--- src/rtl/pipeline_hazard_ctrl_if.sv ---
// Bundle of hazard-unit inputs (pipeline stage status) and outputs (stall, flush, forward selects).
// The pipeline side uses the master modport; the hazard unit uses the slave modport.
interface pipeline_hazard_ctrl_if #(
   parameter int REG_ADDR_W = 5
) ();
   logic [REG_ADDR_W-1:0] i_rs1_addr_dec;
   logic [REG_ADDR_W-1:0] i_rs2_addr_dec;
   logic [REG_ADDR_W-1:0] i_rs1_addr_exec;
   logic [REG_ADDR_W-1:0] i_rs2_addr_exec;
   logic [REG_ADDR_W-1:0] i_rd_addr_exec;
   logic                  i_load_instr_exec;
   logic [REG_ADDR_W-1:0] i_rd_addr_mem;
   logic                  i_reg_we_mem;
   logic [REG_ADDR_W-1:0] i_rd_addr_wb;
   logic                  i_reg_we_wb;
   logic                  i_branch_mispred_exec;
   logic                  i_ecall_exec;
   logic                  i_dcache_miss;
   logic                  i_dcache_ready;
   logic                  i_icache_miss;

   logic [1:0]            o_forward_rs1_exec;
   logic [1:0]            o_forward_rs2_exec;
   logic                  o_stall_fetch;
   logic                  o_stall_dec;
   logic                  o_stall_exec;
   logic                  o_stall_mem;
   logic                  o_stall_wb;
   logic                  o_flush_dec;
   logic                  o_flush_exec;
   logic                  o_trap_redirect;
   logic                  o_trap_active;

   modport master (
      output i_rs1_addr_dec, i_rs2_addr_dec, i_rs1_addr_exec, i_rs2_addr_exec,
             i_rd_addr_exec, i_load_instr_exec, i_rd_addr_mem, i_reg_we_mem,
             i_rd_addr_wb, i_reg_we_wb, i_branch_mispred_exec, i_ecall_exec,
             i_dcache_miss, i_dcache_ready, i_icache_miss,
      input  o_forward_rs1_exec, o_forward_rs2_exec, o_stall_fetch, o_stall_dec,
             o_stall_exec, o_stall_mem, o_stall_wb, o_flush_dec, o_flush_exec,
             o_trap_redirect, o_trap_active
   );

   modport slave (
      input  i_rs1_addr_dec, i_rs2_addr_dec, i_rs1_addr_exec, i_rs2_addr_exec,
             i_rd_addr_exec, i_load_instr_exec, i_rd_addr_mem, i_reg_we_mem,
             i_rd_addr_wb, i_reg_we_wb, i_branch_mispred_exec, i_ecall_exec,
             i_dcache_miss, i_dcache_ready, i_icache_miss,
      output o_forward_rs1_exec, o_forward_rs2_exec, o_stall_fetch, o_stall_dec,
             o_stall_exec, o_stall_mem, o_stall_wb, o_flush_dec, o_flush_exec,
             o_trap_redirect, o_trap_active
   );
endinterface

--- src/rtl/pipeline_hazard_ctrl.sv ---
// Central hazard unit: combinational RAW forwarding, load-use and mispredict handling,
// plus a registered FSM sequencing D-cache/I-cache miss stalls and ecall trap drain/redirect.
module pipeline_hazard_ctrl #(
   parameter int REG_ADDR_W        = 5,
   parameter int TRAP_DRAIN_CYCLES = 2
) (
   input  logic                   i_clk,
   input  logic                   i_arst,
   pipeline_hazard_ctrl_if.slave  hz
);
   localparam int CNT_W = 4;

   typedef enum logic [1:0] {
      ST_RUN   = 2'd0,
      ST_DMISS = 2'd1,
      ST_IMISS = 2'd2,
      ST_TRAP  = 2'd3
   } state_e;

   state_e             state_q, state_d;
   logic [CNT_W-1:0]   cnt_q, cnt_d;

   logic stall_fetch, stall_dec, stall_exec, stall_mem, stall_wb;
   logic flush_dec, flush_exec, trap_redirect, trap_active;
   logic load_use;

   function automatic logic [1:0] fwd_sel(input logic [REG_ADDR_W-1:0] rs,
                                          input logic [REG_ADDR_W-1:0] rd_mem,
                                          input logic                  we_mem,
                                          input logic [REG_ADDR_W-1:0] rd_wb,
                                          input logic                  we_wb);
      // x0 is hardwired to zero and is never forwarded; mem is the younger result.
      if (we_mem && rd_mem != '0 && rd_mem == rs)   return 2'b10;
      else if (we_wb && rd_wb != '0 && rd_wb == rs) return 2'b01;
      else                                          return 2'b00;
   endfunction

   assign load_use = hz.i_load_instr_exec && (hz.i_rd_addr_exec != '0) &&
                     ((hz.i_rd_addr_exec == hz.i_rs1_addr_dec) ||
                      (hz.i_rd_addr_exec == hz.i_rs2_addr_dec));

   always_comb begin
      // NOTE: every signal written here gets a default first so no path can infer a latch.
      state_d       = state_q;
      cnt_d         = cnt_q;
      stall_fetch   = 1'b0;
      stall_dec     = 1'b0;
      stall_exec    = 1'b0;
      stall_mem     = 1'b0;
      stall_wb      = 1'b0;
      flush_dec     = 1'b0;
      flush_exec    = 1'b0;
      trap_redirect = 1'b0;
      trap_active   = 1'b0;

      unique case (state_q)
         ST_RUN: begin
            if (hz.i_dcache_miss) begin
               {stall_fetch, stall_dec, stall_exec, stall_mem, stall_wb} = '1;
               state_d = ST_DMISS;
            end else if (hz.i_ecall_exec) begin
               stall_fetch = 1'b1;
               flush_dec   = 1'b1;
               flush_exec  = 1'b1;
               cnt_d       = CNT_W'(TRAP_DRAIN_CYCLES);
               state_d     = ST_TRAP;
            end else if (hz.i_branch_mispred_exec) begin
               flush_dec  = 1'b1;
               flush_exec = 1'b1;
            end else if (load_use) begin
               stall_fetch = 1'b1;
               stall_dec   = 1'b1;
               flush_exec  = 1'b1;
            end else if (hz.i_icache_miss) begin
               stall_fetch = 1'b1;
               flush_dec   = 1'b1;
               state_d     = ST_IMISS;
            end
         end

         ST_DMISS: begin
            if (hz.i_dcache_ready) begin
               state_d = ST_RUN;
            end else begin
               {stall_fetch, stall_dec, stall_exec, stall_mem, stall_wb} = '1;
            end
         end

         ST_IMISS: begin
            if (hz.i_dcache_miss) begin
               {stall_fetch, stall_dec, stall_exec, stall_mem, stall_wb} = '1;
               state_d = ST_DMISS;
            end else if (hz.i_icache_miss) begin
               stall_fetch = 1'b1;
               flush_dec   = 1'b1;
               flush_exec  = hz.i_branch_mispred_exec;
            end else begin
               state_d = ST_RUN;
            end
         end

         ST_TRAP: begin
            trap_active = 1'b1;
            // A D-cache miss freezes the whole drain; flushes are withheld while stalled.
            if (hz.i_dcache_miss) begin
               {stall_fetch, stall_dec, stall_exec, stall_mem, stall_wb} = '1;
            end else begin
               stall_fetch = 1'b1;
               flush_dec   = 1'b1;
               flush_exec  = 1'b1;
               cnt_d       = cnt_q - 1'b1;
               if (cnt_q == CNT_W'(1)) begin
                  trap_redirect = 1'b1;
                  state_d       = ST_RUN;
               end
            end
         end

         default: state_d = ST_RUN;
      endcase
   end

   // NOTE: sequential state uses non-blocking assignments so all registers update together.
   always_ff @(posedge i_clk or posedge i_arst) begin
      if (i_arst) begin
         state_q <= ST_RUN;
         cnt_q   <= '0;
      end else begin
         state_q <= state_d;
         cnt_q   <= cnt_d;
      end
   end

   // Outputs are forced low for the whole reset interval, including the forward selects.
   assign hz.o_forward_rs1_exec = i_arst ? 2'b00 :
      fwd_sel(hz.i_rs1_addr_exec, hz.i_rd_addr_mem, hz.i_reg_we_mem, hz.i_rd_addr_wb, hz.i_reg_we_wb);
   assign hz.o_forward_rs2_exec = i_arst ? 2'b00 :
      fwd_sel(hz.i_rs2_addr_exec, hz.i_rd_addr_mem, hz.i_reg_we_mem, hz.i_rd_addr_wb, hz.i_reg_we_wb);
   assign hz.o_stall_fetch   = !i_arst && stall_fetch;
   assign hz.o_stall_dec     = !i_arst && stall_dec;
   assign hz.o_stall_exec    = !i_arst && stall_exec;
   assign hz.o_stall_mem     = !i_arst && stall_mem;
   assign hz.o_stall_wb      = !i_arst && stall_wb;
   assign hz.o_flush_dec     = !i_arst && flush_dec;
   assign hz.o_flush_exec    = !i_arst && flush_exec;
   assign hz.o_trap_redirect = !i_arst && trap_redirect;
   assign hz.o_trap_active   = !i_arst && trap_active;
endmodule
--- src/flat_wrapper.sv ---
// flat-port wrapper written by rule: the top's interface ports become plain ports
module pipeline_hazard_ctrl_flat 
#(
   parameter int REG_ADDR_W        = 5,
   parameter int TRAP_DRAIN_CYCLES = 2
)
  (i_clk, i_arst, hz_i_rs1_addr_dec, hz_i_rs2_addr_dec, hz_i_rs1_addr_exec, hz_i_rs2_addr_exec, hz_i_rd_addr_exec, hz_i_load_instr_exec, hz_i_rd_addr_mem, hz_i_reg_we_mem, hz_i_rd_addr_wb, hz_i_reg_we_wb, hz_i_branch_mispred_exec, hz_i_ecall_exec, hz_i_dcache_miss, hz_i_dcache_ready, hz_i_icache_miss, hz_o_forward_rs1_exec, hz_o_forward_rs2_exec, hz_o_stall_fetch, hz_o_stall_dec, hz_o_stall_exec, hz_o_stall_mem, hz_o_stall_wb, hz_o_flush_dec, hz_o_flush_exec, hz_o_trap_redirect, hz_o_trap_active);
  pipeline_hazard_ctrl_if #(.REG_ADDR_W(REG_ADDR_W)) hz_i ();
  input  logic i_clk;
  input  logic i_arst;
  input wire logic [$bits(hz_i.i_rs1_addr_dec)-1:0] hz_i_rs1_addr_dec;
  input wire logic [$bits(hz_i.i_rs2_addr_dec)-1:0] hz_i_rs2_addr_dec;
  input wire logic [$bits(hz_i.i_rs1_addr_exec)-1:0] hz_i_rs1_addr_exec;
  input wire logic [$bits(hz_i.i_rs2_addr_exec)-1:0] hz_i_rs2_addr_exec;
  input wire logic [$bits(hz_i.i_rd_addr_exec)-1:0] hz_i_rd_addr_exec;
  input wire logic [$bits(hz_i.i_load_instr_exec)-1:0] hz_i_load_instr_exec;
  input wire logic [$bits(hz_i.i_rd_addr_mem)-1:0] hz_i_rd_addr_mem;
  input wire logic [$bits(hz_i.i_reg_we_mem)-1:0] hz_i_reg_we_mem;
  input wire logic [$bits(hz_i.i_rd_addr_wb)-1:0] hz_i_rd_addr_wb;
  input wire logic [$bits(hz_i.i_reg_we_wb)-1:0] hz_i_reg_we_wb;
  input wire logic [$bits(hz_i.i_branch_mispred_exec)-1:0] hz_i_branch_mispred_exec;
  input wire logic [$bits(hz_i.i_ecall_exec)-1:0] hz_i_ecall_exec;
  input wire logic [$bits(hz_i.i_dcache_miss)-1:0] hz_i_dcache_miss;
  input wire logic [$bits(hz_i.i_dcache_ready)-1:0] hz_i_dcache_ready;
  input wire logic [$bits(hz_i.i_icache_miss)-1:0] hz_i_icache_miss;
  output wire logic [$bits(hz_i.o_forward_rs1_exec)-1:0] hz_o_forward_rs1_exec;
  output wire logic [$bits(hz_i.o_forward_rs2_exec)-1:0] hz_o_forward_rs2_exec;
  output wire logic [$bits(hz_i.o_stall_fetch)-1:0] hz_o_stall_fetch;
  output wire logic [$bits(hz_i.o_stall_dec)-1:0] hz_o_stall_dec;
  output wire logic [$bits(hz_i.o_stall_exec)-1:0] hz_o_stall_exec;
  output wire logic [$bits(hz_i.o_stall_mem)-1:0] hz_o_stall_mem;
  output wire logic [$bits(hz_i.o_stall_wb)-1:0] hz_o_stall_wb;
  output wire logic [$bits(hz_i.o_flush_dec)-1:0] hz_o_flush_dec;
  output wire logic [$bits(hz_i.o_flush_exec)-1:0] hz_o_flush_exec;
  output wire logic [$bits(hz_i.o_trap_redirect)-1:0] hz_o_trap_redirect;
  output wire logic [$bits(hz_i.o_trap_active)-1:0] hz_o_trap_active;
  assign hz_i.i_rs1_addr_dec = hz_i_rs1_addr_dec;
  assign hz_i.i_rs2_addr_dec = hz_i_rs2_addr_dec;
  assign hz_i.i_rs1_addr_exec = hz_i_rs1_addr_exec;
  assign hz_i.i_rs2_addr_exec = hz_i_rs2_addr_exec;
  assign hz_i.i_rd_addr_exec = hz_i_rd_addr_exec;
  assign hz_i.i_load_instr_exec = hz_i_load_instr_exec;
  assign hz_i.i_rd_addr_mem = hz_i_rd_addr_mem;
  assign hz_i.i_reg_we_mem = hz_i_reg_we_mem;
  assign hz_i.i_rd_addr_wb = hz_i_rd_addr_wb;
  assign hz_i.i_reg_we_wb = hz_i_reg_we_wb;
  assign hz_i.i_branch_mispred_exec = hz_i_branch_mispred_exec;
  assign hz_i.i_ecall_exec = hz_i_ecall_exec;
  assign hz_i.i_dcache_miss = hz_i_dcache_miss;
  assign hz_i.i_dcache_ready = hz_i_dcache_ready;
  assign hz_i.i_icache_miss = hz_i_icache_miss;
  assign hz_o_forward_rs1_exec = hz_i.o_forward_rs1_exec;
  assign hz_o_forward_rs2_exec = hz_i.o_forward_rs2_exec;
  assign hz_o_stall_fetch = hz_i.o_stall_fetch;
  assign hz_o_stall_dec = hz_i.o_stall_dec;
  assign hz_o_stall_exec = hz_i.o_stall_exec;
  assign hz_o_stall_mem = hz_i.o_stall_mem;
  assign hz_o_stall_wb = hz_i.o_stall_wb;
  assign hz_o_flush_dec = hz_i.o_flush_dec;
  assign hz_o_flush_exec = hz_i.o_flush_exec;
  assign hz_o_trap_redirect = hz_i.o_trap_redirect;
  assign hz_o_trap_active = hz_i.o_trap_active;
  pipeline_hazard_ctrl #(.REG_ADDR_W(REG_ADDR_W), .TRAP_DRAIN_CYCLES(TRAP_DRAIN_CYCLES)) u_core (.i_clk(i_clk), .i_arst(i_arst), .hz(hz_i));
endmodule
--- config.mk ---
export PLATFORM = sky130hd
export DESIGN_NAME = pipeline_hazard_ctrl_flat
export DESIGN_NICKNAME = d
export VERILOG_FILES = /design/src/rtl/pipeline_hazard_ctrl_if.sv /design/src/rtl/pipeline_hazard_ctrl.sv /design/src/flat_wrapper.sv
export SDC_FILE = /design/constraint.sdc
export NUM_CORES = 1
export LEC_CHECK = 0
export CORE_MARGIN = 2
export CORE_UTILIZATION = 29
export CTS_BUF_LIST = sky130_fd_sc_hd__clkbuf_4 sky130_fd_sc_hd__clkbuf_8
export DETAILED_ROUTE_END_ITERATION = 10
export PLACE_DENSITY = 0.66
export SYNTH_ARGS = -nofsm -noshare
export SYNTH_HDL_FRONTEND = slang
export SYNTH_SLANG_ARGS = --single-unit
--- constraint.sdc ---
create_clock -name i_clk -period 3 [get_ports i_clk]
set_input_delay 0.6 -clock i_clk [delete_from_list [all_inputs] [get_ports i_clk]]
set_output_delay 0.6 -clock i_clk [all_outputs]
set_load 0.05 [all_outputs]
==> out/qor.csv, run 1 <==
metric,value,unit
nets,246,
clk_lat worst skew,0.25,ns
leakage power figure,0.778,nW
Worst Slack Setup Final,0.0310,ns
Initial Util,30.5,%
io pins,58,
worst slew pin tran,0.389,ns
pre-CTS WS,-0.0828,ns
Max-slew headroom,74.1,%
1st-iter DRT viols,69,
Syn Inst Count,125,
grt ovf,0,
die height,60.9,µm
most frequent cells in the layout,"37 x clkdlybuf4s50_1, 20 x buf_4, 16 x xor2_1, 14 x xnor2_1",
"most common cell after layout, fill and taps aside",clkdlybuf4s50_1,
core area,3080,µm²
Vias/cell,5.07,
Worst Path Required,2.40,ns
Yosys cell types,33,
antenna violations before repair,0,
Reg2Reg Capture Point,u_core.state_q[1],
#FFs+latches synth,6,
Critical Path Sink Type,primary output,
Final Hold Viols,0,
clock sinks,6,
"Slew Viols, Final",0,
CP max FO,2,
drt wl/cell,13.7,µm
status,finished clean,
global-route wire length before repair,4970,µm
RSZ-0062 raised after global routing,no,
register area share after synthesis,16.0,%
final wirelength,3290,µm
Die X,60.9,µm
clock period minus worst slack,2.97,ns
Synth Net Count,172,
Reg2Reg Setup Slack,1.37,ns
clk_skew,0.00719,ns
Synth Area per Inst,7.51,µm²
Post-DRT Antenna Nets,0,
RePlAce Congestion,0.876,
postcts setup bufs,0,
synth warn,0,
Post-DP HPWL,2720,µm
CTS tree,yes,
largest net degree at the start of global routing,14,
Final TNS setup,0,ns
WP data arrival,2.37,ns
H-tree depth,1,
die footprint,3710,µm²
Hold Crit Class,flip-flop to flip-flop,
vias in the first global route,1207,
VDD IR max,0.000184,V
clk buf depth,2,
Port Buffers,57,
FF-to-FF path depth,7,
Crit Path Class,input port to primary output,
hold path startpoint,u_core.cnt_q[3],
Area growth syn-to-layout,102,%
layout cell share with drive strength beyond 1,25.4,%
P per Cell Area,490,nW/µm²
Initial DRT Pass Iterations,4,
cell row count,20,
FF-to-FF Start,u_core.cnt_q[1],
Root Driver,clkbuf_4,
endpoints failing setup,0,
# hold bufs at CTS,0,
Final period util,99.0,%
total track usage,17.5,%
Syn Std Cell Area,938,µm²
via count,1222,
DRC violations left,0,
ant diodes,0,
startpoint class of the critical path,input port,
hold_ws,0.549,ns
Hold Crit Depth,1,
CTS buffer count,3,
Hold Crit Endpoint,u_core.cnt_q[3],
Highest Clock Rate,0.337,GHz
clock slew at reported path FFs,0.04,ns
max_cap viols,0,
layout make-up:
cell class	count	area (µm²)
fillers	270	1180
flip-flops and latches	6	150
well taps	44	55.1
repair buffers	75	817
clock buffers	3	22.5
multi-input cells	109	837
inverters	4	15.0
cells by family (layout without fill, tap and decap cells):
family                   after synthesis  after routing  synth area share (%)
AND/OR/NAND/NOR                       49             49                  27.6
XOR/XNOR                              30             30                  28.0
AO/OA/AOI/OAI                         28             28                  20.7
buffers and inverters                 10             82                  5.07
flip-flops                             6              6                  16.0
adder cells (fa/ha/maj)                2              2                  2.67
report_power, final:
group	internal [mW]	switching, mW
combinational	0.317	0.354
clock	0.0454	0.0308
sequential	0.117	0.0664
total	0.479	0.451
sequential cells by signal, summed over array words and instances (netlist names):
signal and cells:
u_core.state_q 2, u_core.cnt_q 4
routing by layer:
layer | GRT usage (%) | share of wire, %
met2 | 35.6 | 55
met3 | 2.99 | 8.8
met4 | 3.11 | 0.70
met1 | 18.6 | 36
met5 | 0 | 0
timing repair:
item | in CTS | in global routing
pin swaps | 3 | 5
setup endpoints to repair | 5 | 5
resized for setup | 11 | 9
critical path: stages:
cell	delay (ns)
clkdlybuf4s50_1	0.41
buf_4	0.14
xor2_1	0.15
or4_4	0.55
nor4_4	0.34
buf_12	0.18
cell usage after synthesis:
library cell	number	share of area [%]
o21ai_0	5	2.7
or4b_1	1	1.1
a311oi_1	2	1.9
xor2_1	16	15
nand3_1	4	2.1
o21ai_1	1	0.53
a2111oi_2	1	1.6
ha_1	2	2.7
inv_1	3	1.2
o2111a_1	1	1.2
nor4_2	2	2.7
nor3_1	7	3.7
clkbuf_1	2	0.80
o211a_1	2	2.1
dfrtp_1	6	16
o211ai_1	1	0.80
nand2_1	12	4.8
a21oi_1	10	5.3
o21ai_2	1	0.93
nand4b_1	1	0.93
a31o_2	1	0.93
buf_2	2	1.1
inv_2	1	0.40
a211oi_1	1	0.80
and3_1	1	0.67
nor4_1	3	2.0
nand3b_1	1	0.80
o31ai_1	1	0.80
buf_4	2	1.6
xnor2_1	14	13
nor2_1	12	4.8
or4_1	5	4.0
o32a_1	1	1.1
how the worst max path moves through the flow:
stage / from / endpoint / cells past startpoint
final: hz_i_rd_addr_wb[3] / hz_o_forward_rs2_exec[0] / 6
after global routing: hz_i_rd_addr_wb[3] / hz_o_forward_rs2_exec[0] / 6
after CTS: hz_i_rd_addr_exec[2] / hz_o_flush_exec / 7
after detailed placement: hz_i_rd_addr_exec[0] / hz_o_flush_dec / 6
after global placement: hz_i_rd_addr_exec[0] / hz_o_flush_dec / 6
after floorplan: i_arst / hz_o_forward_rs1_exec[0] / 5
stage by stage:
stage / power (mW) / util (%) / cell area, µm² / instances
2_1_floorplan: 0.542 / - / 958 / 125
3_3_place_gp: 0.812 / 58.2 / 1790 / 238
3_5_place_dp: 0.827 / 58.2 / 1790 / 238
4_1_cts: 0.921 / 60.4 / 1860 / 241
5_1_grt: 0.990 / 61.6 / 1900 / 241
6_report: 0.930 / 61.6 / 1900 / 241
Note: power is estimated with default switching activity, not from simulation.
==> inputs of run 2 (changes only) <==
CORE_UTILIZATION = 40   (was 29)
PLACE_DENSITY = 0.86   (was 0.66)
==> run 2 against run 1 <==
Compared with the run above: sequential cell count stayed put; hold slack about the same; register-to-register slack lost 0.10 ns; wire length is 20% higher; global-route usage grew 12 points; combinational power is 1% higher; highest routed layer unchanged.
==> out/qor.csv, run 2 (synthesized netlist as in run 1, its figures left out) <==
metric,value,unit
Initial DRT Pass Iterations,4,
biggest registers after layout,"u_core.cnt_q (4), u_core.state_q (2)",
clk buf depth,2,
Final period util,98.2,%
global-route wire length before repair,5890,µm
sequential share of power,19.5,%
leakage power figure,0.808,nW
clock slew at reported path FFs,0.04,ns
sw frac,49.9,%
1st-iter DRT viols,22,
grt ovf,0,
CP max FO,3,
Worst Path Required,2.40,ns
DRC violations left,0,
combinational share of power,72.5,%
die footprint,2750,µm²
Hold Crit Depth,1,
via count,1310,
WP data arrival,2.35,ns
# hold bufs at CTS,0,
placed cell area,1760,µm²
max reg flops,4,
clk_skew,0.0117,ns
antenna violations before repair,0,
Hold Crit Class,flip-flop to flip-flop,
layout cell share with drive strength beyond 1,24.7,%
Critical Path Sink Type,primary output,
Crit Path Class,input port to primary output,
Port Buffers,57,
CTS buffer count,3,
Highest Clock Rate,0.340,GHz
H-tree depth,1,
clock sinks,6,
final wirelength,3960,µm
VDD IR max,0.000595,V
Die X,52.4,µm
CTS tree,yes,
FF-to-FF path depth,5,
worst slew pin tran,0.388,ns
Area growth syn-to-layout,99.7,%
endpoints failing setup,0,
io pins,58,
Clock power frac,7.9,%
vias in the first global route,1338,
core area,2210,µm²
most frequent cells in the layout,"31 x clkdlybuf4s50_1, 22 x buf_4, 16 x xor2_1, 14 x xnor2_1",
Post-DP HPWL,3020,µm
Psw,0.466,mW
Root Driver,clkbuf_4,
nets,247,
Final Hold Viols,0,
clock period minus worst slack,2.95,ns
"Design Area, Final",1870,µm²
die height,52.4,µm
most flop-heavy register,u_core.cnt_q,
Initial Util,42.4,%
P per Cell Area,499,nW/µm²
ant diodes,0,
"Slew Viols, Final",0,
startpoint class of the critical path,input port,
Max-slew headroom,73.9,%
RSZ-0062 raised after global routing,no,
drt wl/cell,17.5,µm
max_cap viols,0,
RePlAce Congestion,0.898,
Reg2Reg Setup Slack,1.27,ns
clk_lat worst skew,0.25,ns
internal power,0.468,mW
Vias/cell,5.80,
total track usage,29.1,%
Post-DRT Antenna Nets,0,
hold_ws,0.549,ns
cell row count,17,
status,finished clean,
largest net degree at the start of global routing,14,
"most common cell after layout, fill and taps aside",clkdlybuf4s50_1,
run 2: changes by cell type in the layout (fill, tap and decap cells not counted), moves of 2 or more:
| cell | before | now |
|---|---|---|
| buf_4 | 20 | 22 |
| dlymetal6s2s_1 | 4 | 7 |
| clkdlybuf4s50_1 | 37 | 31 |
| dlygate4sd2_1 | 3 | 6 |
run 2: critical path: stages:
cell,delay (ns)
clkdlybuf4s50_1,0.44
or4_4,0.44
o21ai_4,0.20
nor3_4,0.07
nor4_4,0.30
buf_4,0.17
buf_12,0.12
run 2: path summary, 6_finish.rpt:
check                                          from                        to
min in group asynchronous                    i_arst         u_core.state_q[1]
worst min-delay path                u_core.cnt_q[3]           u_core.cnt_q[3]
worst max-delay path            hz_i_rd_addr_mem[1]  hz_o_forward_rs1_exec[0]
worst min register to register      u_core.cnt_q[3]           u_core.cnt_q[3]
max in group asynchronous                    i_arst           u_core.cnt_q[2]
worst max register to register    u_core.state_q[1]           u_core.cnt_q[2]
run 2: layer usage:
metal  track usage, %  share of wire [%]  up-vias
met3             5.14                9.3       14
met1             29.0                 35      603
li1                 -                  -      602
met4             15.0                2.4        0
met5                0                  0        -
met2             56.0                 53       91
run 2: cell type report:
type / count / area [µm²]
Tap cell: 28 / 35.0
Clock buffer: 3 / 22.5
Inverter: 4 / 15.0
Fill cell: 134 / 338
Timing Repair Buffer: 76 / 816
Sequential cell: 6 / 150
Multi-Input combinational cell: 109 / 836
run 2: power groups by stage:
stage / Clock (mW) / Sequential (mW) / Combinational [mW]
after floorplan: 0 / 0.141 / 0.401
after global placement: 0 / 0.174 / 0.615
after detailed placement: 0 / 0.179 / 0.646
after CTS: 0.0736 / 0.178 / 0.660
after global routing: 0.0815 / 0.189 / 0.728
final: 0.0739 / 0.183 / 0.678
run 2: repair_timing:
action	in CTS	in global routing
hold endpoints to repair	0	0
resized for setup	11	14
endpoints found under the setup margin	4	4
pin swaps	4	4
buffers inserted	1	0
run 2: stage by stage:
step                total power, mW  cells  setup TNS (ns)  utilization (%)  setup slack (ns)
floorplan                     0.542    125        -0.00811                -          -0.00379
global placement              0.789    222         -0.0363             79.5           -0.0268
detailed placement            0.826    222          -0.290             79.5            -0.132
CTS                           0.912    226               0             82.0           0.00161
global route                  0.999    226               0             84.7            0.0170
finish                        0.934    226               0             84.7            0.0548
==> inputs of run 3 (changes only) <==
RECOVER_POWER = 50   (was unset)
==> run 3 against run 2 <==
Compared with the run above: hold slack worse by 0.0036 ns; core utilization is 0.34 points lower; sequential power hardly changed; critical endpoint unchanged; highest routed layer unchanged.
==> out/qor.csv, run 3 (synthesized netlist as in run 1, its figures left out) <==
metric,value,unit
vias in the first global route,1338,
Crit Path Class,input port to primary output,
io pins,58,
Highest Clock Rate,0.340,GHz
biggest registers after layout,"u_core.cnt_q (4), u_core.state_q (2)",
critical path cell sequence,clkdlybuf4s50_1 -> or4_4 -> o21ai_4 -> nor3_4 -> nor4_4 -> buf_4 -> buf_12,
Initial Util,42.4,%
Fill cells,138,
die height,52.4,µm
clock sinks,6,
H-tree depth,1,
global-route wire length before repair,5890,µm
VDD IR max,0.000593,V
clock period minus worst slack,2.95,ns
Critical Path Sink Type,primary output,
largest net degree at the start of global routing,14,
Final period util,98.2,%
layout cell share with drive strength beyond 1,23.2,%
total track usage,29.1,%
CP max stage delay,0.44,ns
most flop-heavy register,u_core.cnt_q,
Worst Path Required,2.40,ns
drt wl/cell,17.6,µm
max_cap viols,0,
placed cell area,1760,µm²
clk buf depth,2,
clock slew at reported path FFs,0.04,ns
RePlAce Congestion,0.898,
CTS tree,yes,
Final Hold Viols,0,
Port Buffers,57,
Max-slew headroom,74.2,%
1st-iter DRT viols,22,
Vias/cell,5.82,
area of the multi-input gates,836,µm²
clk_lat worst skew,0.25,ns
CP max FO,3,
"most common cell after layout, fill and taps aside",clkdlybuf4s50_1,
Root Driver,clkbuf_4,
P per Cell Area,498,nW/µm²
clk_skew,0.0117,ns
"Slew Viols, Final",0,
WP data arrival,2.35,ns
Post-DP HPWL,3020,µm
CTS buffer count,3,
startpoint class of the critical path,input port,
Hold Crit Class,flip-flop to flip-flop,
Area growth syn-to-layout,98.9,%
Die X,52.4,µm
"Design Area, Final",1870,µm²
Worst Slack Setup Final,0.0549,ns
worst slew pin tran,0.384,ns
cell row count,17,
fin util,84.4,%
grt ovf,0,
final wirelength,3980,µm
Post-DRT Antenna Nets,0,
"slowest stage cell, crit path",clkdlybuf4s50_1,
pre-CTS WS,-0.132,ns
most frequent cells in the layout,"30 x clkdlybuf4s50_1, 20 x buf_4, 16 x xor2_1, 14 x xnor2_1",
Initial DRT Pass Iterations,4,
status,finished clean,
antenna violations before repair,0,
via count,1316,
Reg area,150,µm²
max reg flops,4,
nets,247,
DRC violations left,0,
leakage power figure,0.802,nW
ant diodes,0,
die footprint,2750,µm²
endpoints failing setup,0,
RSZ-0062 raised after global routing,no,
core area,2210,µm²
-- run 3: cell types whose count changed in the layout (fill, tap and decap cells not counted), sizes merged --
cell           change
clkbuf             +2
dlygate4sd3        +1
clkdlybuf4s50      -1
buf                -2
-- run 3: routing by layer --
layer	GRT usage (%)	up-vias	share of wire [%]
met5	0	-	0
met3	5.14	14	8.5
met1	29.0	611	37
met2	56.0	89	53
li1	-	602	-
met4	15.0	0	2.4
-- run 3: repair_timing --
action                                  in CTS  in global routing
resized for setup                           11                 14
buffers inserted                             1                  0
endpoints found under the setup margin       4                  4
hold buffers                                 0                  0
pin swaps                                    4                  4
-- run 3: where the power goes --
group          switching [mW]  internal (mW)
logic                   0.371          0.302
registers              0.0657          0.117
clock network          0.0286         0.0452
-- run 3: final cells by class --
type	instances	area share (%)
Timing Repair Buffer	76	43.3
Inverter	4	0.804
Sequential cell	6	8.04
Multi-Input combinational cell	109	44.8
Clock buffer	3	1.21
Tap cell	28	1.88
-- run 3: per-stage QoR --
| stage | std cells | setup TNS (ns) | hold WS [ns] | power (mW) |
|---|---|---|---|---|
| floorplan | 125 | -0.00811 | 0.475 | 0.542 |
| global placement | 222 | -0.0363 | 0.511 | 0.789 |
| detailed placement | 222 | -0.290 | 0.530 | 0.826 |
| CTS | 226 | 0 | 0.536 | 0.912 |
| global route | 226 | 0 | 0.547 | 0.995 |
| finish | 226 | 0 | 0.546 | 0.930 |
-- run 3: critical path, delay by kind of cell --
kind | cells | cell delay [ns]
AO/OA/AOI/OAI | 1 | 0.20
buffers and inverters | 3 | 0.73
AND/OR/NAND/NOR | 3 | 0.81
-- run 3: path summary, 6_finish.rpt --
kind / from / end / cells past startpoint / slack (ns)
worst max-delay path: hz_i_rd_addr_mem[1] / hz_o_forward_rs1_exec[0] / 7 / 0.05
worst min-delay path: u_core.cnt_q[3] / u_core.cnt_q[3] / 1 / 0.55
worst max register to register: u_core.state_q[1] / u_core.cnt_q[2] / 5 / 1.25
worst min register to register: u_core.cnt_q[3] / u_core.cnt_q[3] / 1 / 0.55
max in group asynchronous: i_arst / u_core.cnt_q[0] / 3 / 1.95
min in group asynchronous: i_arst / u_core.state_q[1] / 3 / 0.77
==> variant 1 (settings of run 2) <==
Encoding of `state_e`: now one-hot (4 bits for 4 states).
--- a/src/rtl/pipeline_hazard_ctrl.sv
+++ b/src/rtl/pipeline_hazard_ctrl.sv
@@ -10,11 +10,11 @@
 );
    localparam int CNT_W = 4;
 
-   typedef enum logic [1:0] {
-      ST_RUN   = 2'd0,
-      ST_DMISS = 2'd1,
-      ST_IMISS = 2'd2,
-      ST_TRAP  = 2'd3
+   typedef enum logic [3:0] {
+      ST_RUN   = 4'b0001,
+      ST_DMISS = 4'b0010,
+      ST_IMISS = 4'b0100,
+      ST_TRAP  = 4'b1000
    } state_e;
 
    state_e             state_q, state_d;
Formal check against the unedited RTL: no difference found for any inputs over 10 cycles, from zero or initial values and one cycle with i_arst high; not proved beyond that.
==> variant 1 against run 2 <==
Combinational power grew 4.3%; synthesized area up 29%; global-route usage decreased by 5.4 points; total power grew 11%; via count up 14%; wire length fell by 0.63%; clock skew down 2.2 ps; hold slack lost 43 ps; final area increased by 15%; die area increased by 27%; setup slack got worse by 14 ps; non-clock buffer count is 2 lower; sequential cell count rose by 2; highest routed layer unchanged.
==> variant 1: results (changes against run 2) <==
WHS 506 ps (-43.1 ps); top cells by count, synth 22 x xor2_1, 13 x nor2_1, 11 x nand2_1, 11 x xnor2_1, 9 x a21oi_1; most used flip-flop cell after synthesis dfrtp_1; IO buf count 57 (unchanged); Seq/Total Area, Yosys 16.6% (+0.58 points); pin count of the biggest net entering global routing 18 (+4); fillcell total 201 (+50%); Iteration-0 DRC Markers 73 (+230%); number of inserted diodes 0 (unchanged); CTS Buf Count 3 (unchanged); Largest regs u_core.cnt_q: 4 flops, u_core.state_q: 4 flops; initial antenna violation count 0 (unchanged); Synth cell types 48 (+45%); Crit Reg-Reg Endpoint u_core.cnt_q[2]; asr flop ratio synth 100% (unchanged); number of iterations in the first detailed-routing pass 4 (unchanged); share of post-route cells with drive strength above 1 25.2% (+0.47 points); Worst R2R Path Depth 5 (unchanged); reg2reg start u_core.state_q[2]; via count 1498 (+14%); CTS root buffer clkbuf_4; Hold Path End u_core.cnt_q[2]; VDD IR max 0.000239 V (-60%); Synth area leaders xor2_1 16%, dfrtp_1 14%, xnor2_1 7.9%, nor2_1 4.0%, a21oi_1 3.7%; CP max FO 3 (unchanged); vias in the first global route 1443 (+7.8%); cell leakage power 0.000929 uW (+15%); Mapped Nets 206 (+20%); Total GRT Usage 23.7% (-5.4 points); yosys warns 0 (unchanged); Clock Path Buffers 2 (unchanged); critical path arrival 2360 ps; Slew @ Worst Pin 491 ps (+103 ps); DP HPWL 3.25 mm (+7.7%); H-Tree Depth 1 (unchanged); post-synthesis average cell area 7.64 um2 (+1.8%); gpl congestion 0.888 (-1.1%); Final Skew 9.50 ps (-2.17 ps); outcome finished clean; Non-Filler Instances 261 (+15%); global-route wire length before repair 6.40 mm (+8.7%); clk_lat worst skew ~260 ps; final WL 3.94 mm (-0.63%); Placed Area 2020 um2 (+15%); Nets 278 (+13%); reg-to-reg slack, setup 1140 ps (-130 ps); hold path depth 1 (unchanged); hold_sp u_core.cnt_q[2]; clk slew on worst S/H paths roughly 50 ps; HP Class reg2reg
[variant 1: cell types whose count changed after synthesis, moves of 2 or more]
cell	run 2	this run
nor3_1	7	5
a311oi_1	2	0
inv_1	3	7
xnor2_1	14	11
nor4_2	2	0
a31oi_1	0	3
nor4_1	3	5
o21ai_1	1	7
nor2b_1	0	2
xor2_1	16	22
o21a_1	0	2
[variant 1: layout make-up]
class                           count  area share, %
Tap cell                           31           1.80
Clock buffer                        4           1.40
Sequential cell                     8           9.37
Multi-Input combinational cell    136           48.7
Timing Repair Buffer               74           37.4
Inverter                            8           1.40
[variant 1: timing repair]
action,CTS,global route
resized for setup,13,13
endpoints found under the hold margin,0,0
buffers inserted,0,2
endpoints found under the setup margin,5,5
pin swaps,6,13
[variant 1: worst max-delay path: stages]
cell and delay [ps]:
clkdlybuf4s50_1 480, xor2_1 190, or4_4 560, nor4_4 350, buf_12 180
[variant 1: power by group]
part           internal, uW  total, uW  switching, uW
registers               153        234           81.0
logic                   334        707            373
clock network          60.1       99.7           39.6
total                   547       1040            494
[variant 1: worst max-delay path by stage]
stage / start / end / cells after the start
after floorplan: hz_i_rd_addr_mem[0] / hz_o_forward_rs1_exec[0] / 4
after detailed placement: hz_i_rd_addr_exec[3] / hz_o_flush_exec / 7
after global routing: hz_i_rd_addr_wb[2] / hz_o_forward_rs1_exec[0] / 6
after global placement: hz_i_rd_addr_exec[3] / hz_o_flush_exec / 7
final: hz_i_rd_addr_wb[3] / hz_o_forward_rs1_exec[0] / 5
after CTS: hz_i_rs2_addr_dec[4] / hz_o_flush_exec / 7
[variant 1: routing by layer]
metal  GRT usage, %  wire [um]
met3           4.59        293
met5              0          0
met1           28.4       1600
met4           8.77        102
met2           41.7       1940
[variant 1: metrics by stage]
step | setup slack [ps] | utilization (%)
floorplan | 30.0 | -
global placement | -42.4 | 71.4
detailed placement | -151 | 71.4
CTS | -44.2 | 73.6
global route | 0.102 | 76.0
finish | 40.5 | 76.0
[variant 1: kinds of logic after synthesis]
kind of cell,count (synthesis),synth area share [%]
adders and majority gates,2,2.06
xor gates and xnor gates,33,23.8
AOI/OAI and AO/OA,40,22.5
DFF,8,16.6
and+or+nand+nor,61,29.2
buffers and inverters,15,5.87
==> variant 2 (flow settings as in run 2) <==
Made on the original files. Set the localparam `CNT_W` to 5 (it was 4).
--- a/src/rtl/pipeline_hazard_ctrl.sv
+++ b/src/rtl/pipeline_hazard_ctrl.sv
@@ -8,7 +8,7 @@
    input  logic                   i_arst,
    pipeline_hazard_ctrl_if.slave  hz
 );
-   localparam int CNT_W = 4;
+   localparam int CNT_W = 5;
 
    typedef enum logic [1:0] {
       ST_RUN   = 2'd0,
Function: same outputs for any inputs over 10 cycles, from zero or initial values and one cycle with i_arst high; that may be too few to reach the edited logic, so the function may still have changed.
==> variant 2 against run 2 <==
First-iteration DRC count grew 18%; wire length is 20% lower; synthesized area rose by 3.9%; sequential cell count increased by 1; final area decreased by 1.9%; sequential power is 3% higher; largest cell class unchanged; setup slack worse by 19 ps; total power is 8.8% lower.
==> variant 2: results (changes against run 2) <==
Slew HR 69.0% (-4.9 points); Iteration-0 DRC Markers 26 (+18%); Synth cell types 38 (+15%); pin count of the biggest net entering global routing 15 (+1); Clock Path Buffers 2 (unchanged); met2 Track Usage GR 46.9% (-9.1 points); Mapped Nets 171 (-0.58%); share of post-route cells with drive strength above 1 22.7% (-2.1 points); Adder-Cell Fraction of Synth Area 2.57% (-0.099 points); vias in the first global route 1314 (-1.8%); hold_sp u_core.cnt_q[1]; outcome finished clean; via count 1201 (-8.3%); DP HPWL 2.69 mm (-11%); VDD IR max 0.000369 V (-38%); fin crit period 2960 ps (+18.9 ps); Nets 242 (-2.0%); Seq/Total Area, Yosys 18.0% (+2.0 points); met3 Usage GRT 10.5% (+5.3 points); Largest regs u_core.cnt_q: 5 flops, u_core.state_q: 2 flops; fillcell total 138 (+3.0%); WL/cell 14.3 um (-18%); met1 usage 21.4% (-7.6 points); XOR/XNOR Fraction of Synth Area 29.7% (+1.7 points); post-synthesis average cell area 7.86 um2 (+4.7%); final WL 3.18 mm (-20%); mux contribution to synthesized area 0% (unchanged); Hold Path End u_core.cnt_q[1]; top cells by count, synth 18 x xnor2_1, 15 x xor2_1, 10 x nor2_1; cell leakage power 0.000732 uW (-9.4%); gpl congestion 0.865 (-3.7%); Final Skew 5.59 ps (-6.09 ps); Inst Count DP 218 (-1.8%); Synth area leaders dfrtp_1 18%, xnor2_1 16%, xor2_1 13%, nand3_1 4.1%, nor3_1 4.1%; Setup WS pre-CTS 4.57 ps (+137 ps); hold path depth 2 (+1); mapped cell area 975 um2 (+3.9%); Total GRT Usage 23.8% (-5.3 points); global-route wire length before repair 5.06 mm (-14%); Synth Area in Compound Gates 19.9% (-0.77 points); Crit Reg-Reg Endpoint u_core.cnt_q[4]
variant 2: worst max-delay path by stage:
stage | from | end
3_5_place_dp | hz_i_rd_addr_exec[4] | hz_o_flush_exec
2_1_floorplan | i_arst | hz_o_forward_rs2_exec[0]
6_report | hz_i_rd_addr_wb[4] | hz_o_forward_rs2_exec[0]
4_1_cts | hz_i_rd_addr_exec[2] | hz_o_flush_exec
5_1_grt | hz_i_rd_addr_wb[4] | hz_o_forward_rs2_exec[0]
3_3_place_gp | hz_i_rd_addr_mem[0] | hz_o_forward_rs2_exec[0]
variant 2: area by class of cell:
cell class                 instances  area [um2]  area share [%]
multi-input combinational        106         807            43.9
inverter                           6        22.5            1.23
sequential                         7         175            9.53
timing repair buffer              71         768            41.8
clock buffer                       4        30.0            1.63
tap                               28        35.0            1.91
variant 2: cell families (layout without fill, tap and decap cells):
family                   Yosys count  after routing
AND/OR/NAND/NOR                   45             45
AO/OA/AOI/OAI                     26             26
XOR/XNOR                          33             33
flip-flops                         7              7
buffers and inverters             11             81
adder cells (fa/ha/maj)            2              2
variant 2: critical path, stage by stage:
cell             delay (ps)
clkdlybuf4s50_1         530
or4_1                   120
o211ai_1                 90
or4_1                   610
nor4_4                  230
buf_12                  180
variant 2: metal layers:
layer	share of wire, %	vias to the layer above	routed length (um)
li1	-	586	-
met1	33	543	1060
met2	53	70	1680
met3	13	2	405
met4	0.97	0	31
met5	0	-	0
variant 2: metrics by stage:
step	utilization, %	instance area, um2	hold WS [ps]
2_1_floorplan	-	987	534
3_3_place_gp	78.2	1760	565
3_5_place_dp	78.2	1760	579
4_1_cts	79.5	1790	590
5_1_grt	81.5	1840	621
6_report	81.5	1840	590
variant 2: repair_timing:
action                                  CTS  global route
setup buffers                             0             0
gates resized for setup                   0             6
hold buffers                              0             0
endpoints found under the hold margin     0             0
endpoints found under the setup margin    0             6
variant 2: power by group:
group,internal [uW],leakage (uW),switching [uW]
sequential,131,0.0000865,58.3
combinational,275,0.000628,291
clock,59.9,0.0000184,36.5
total,466,0.000732,386
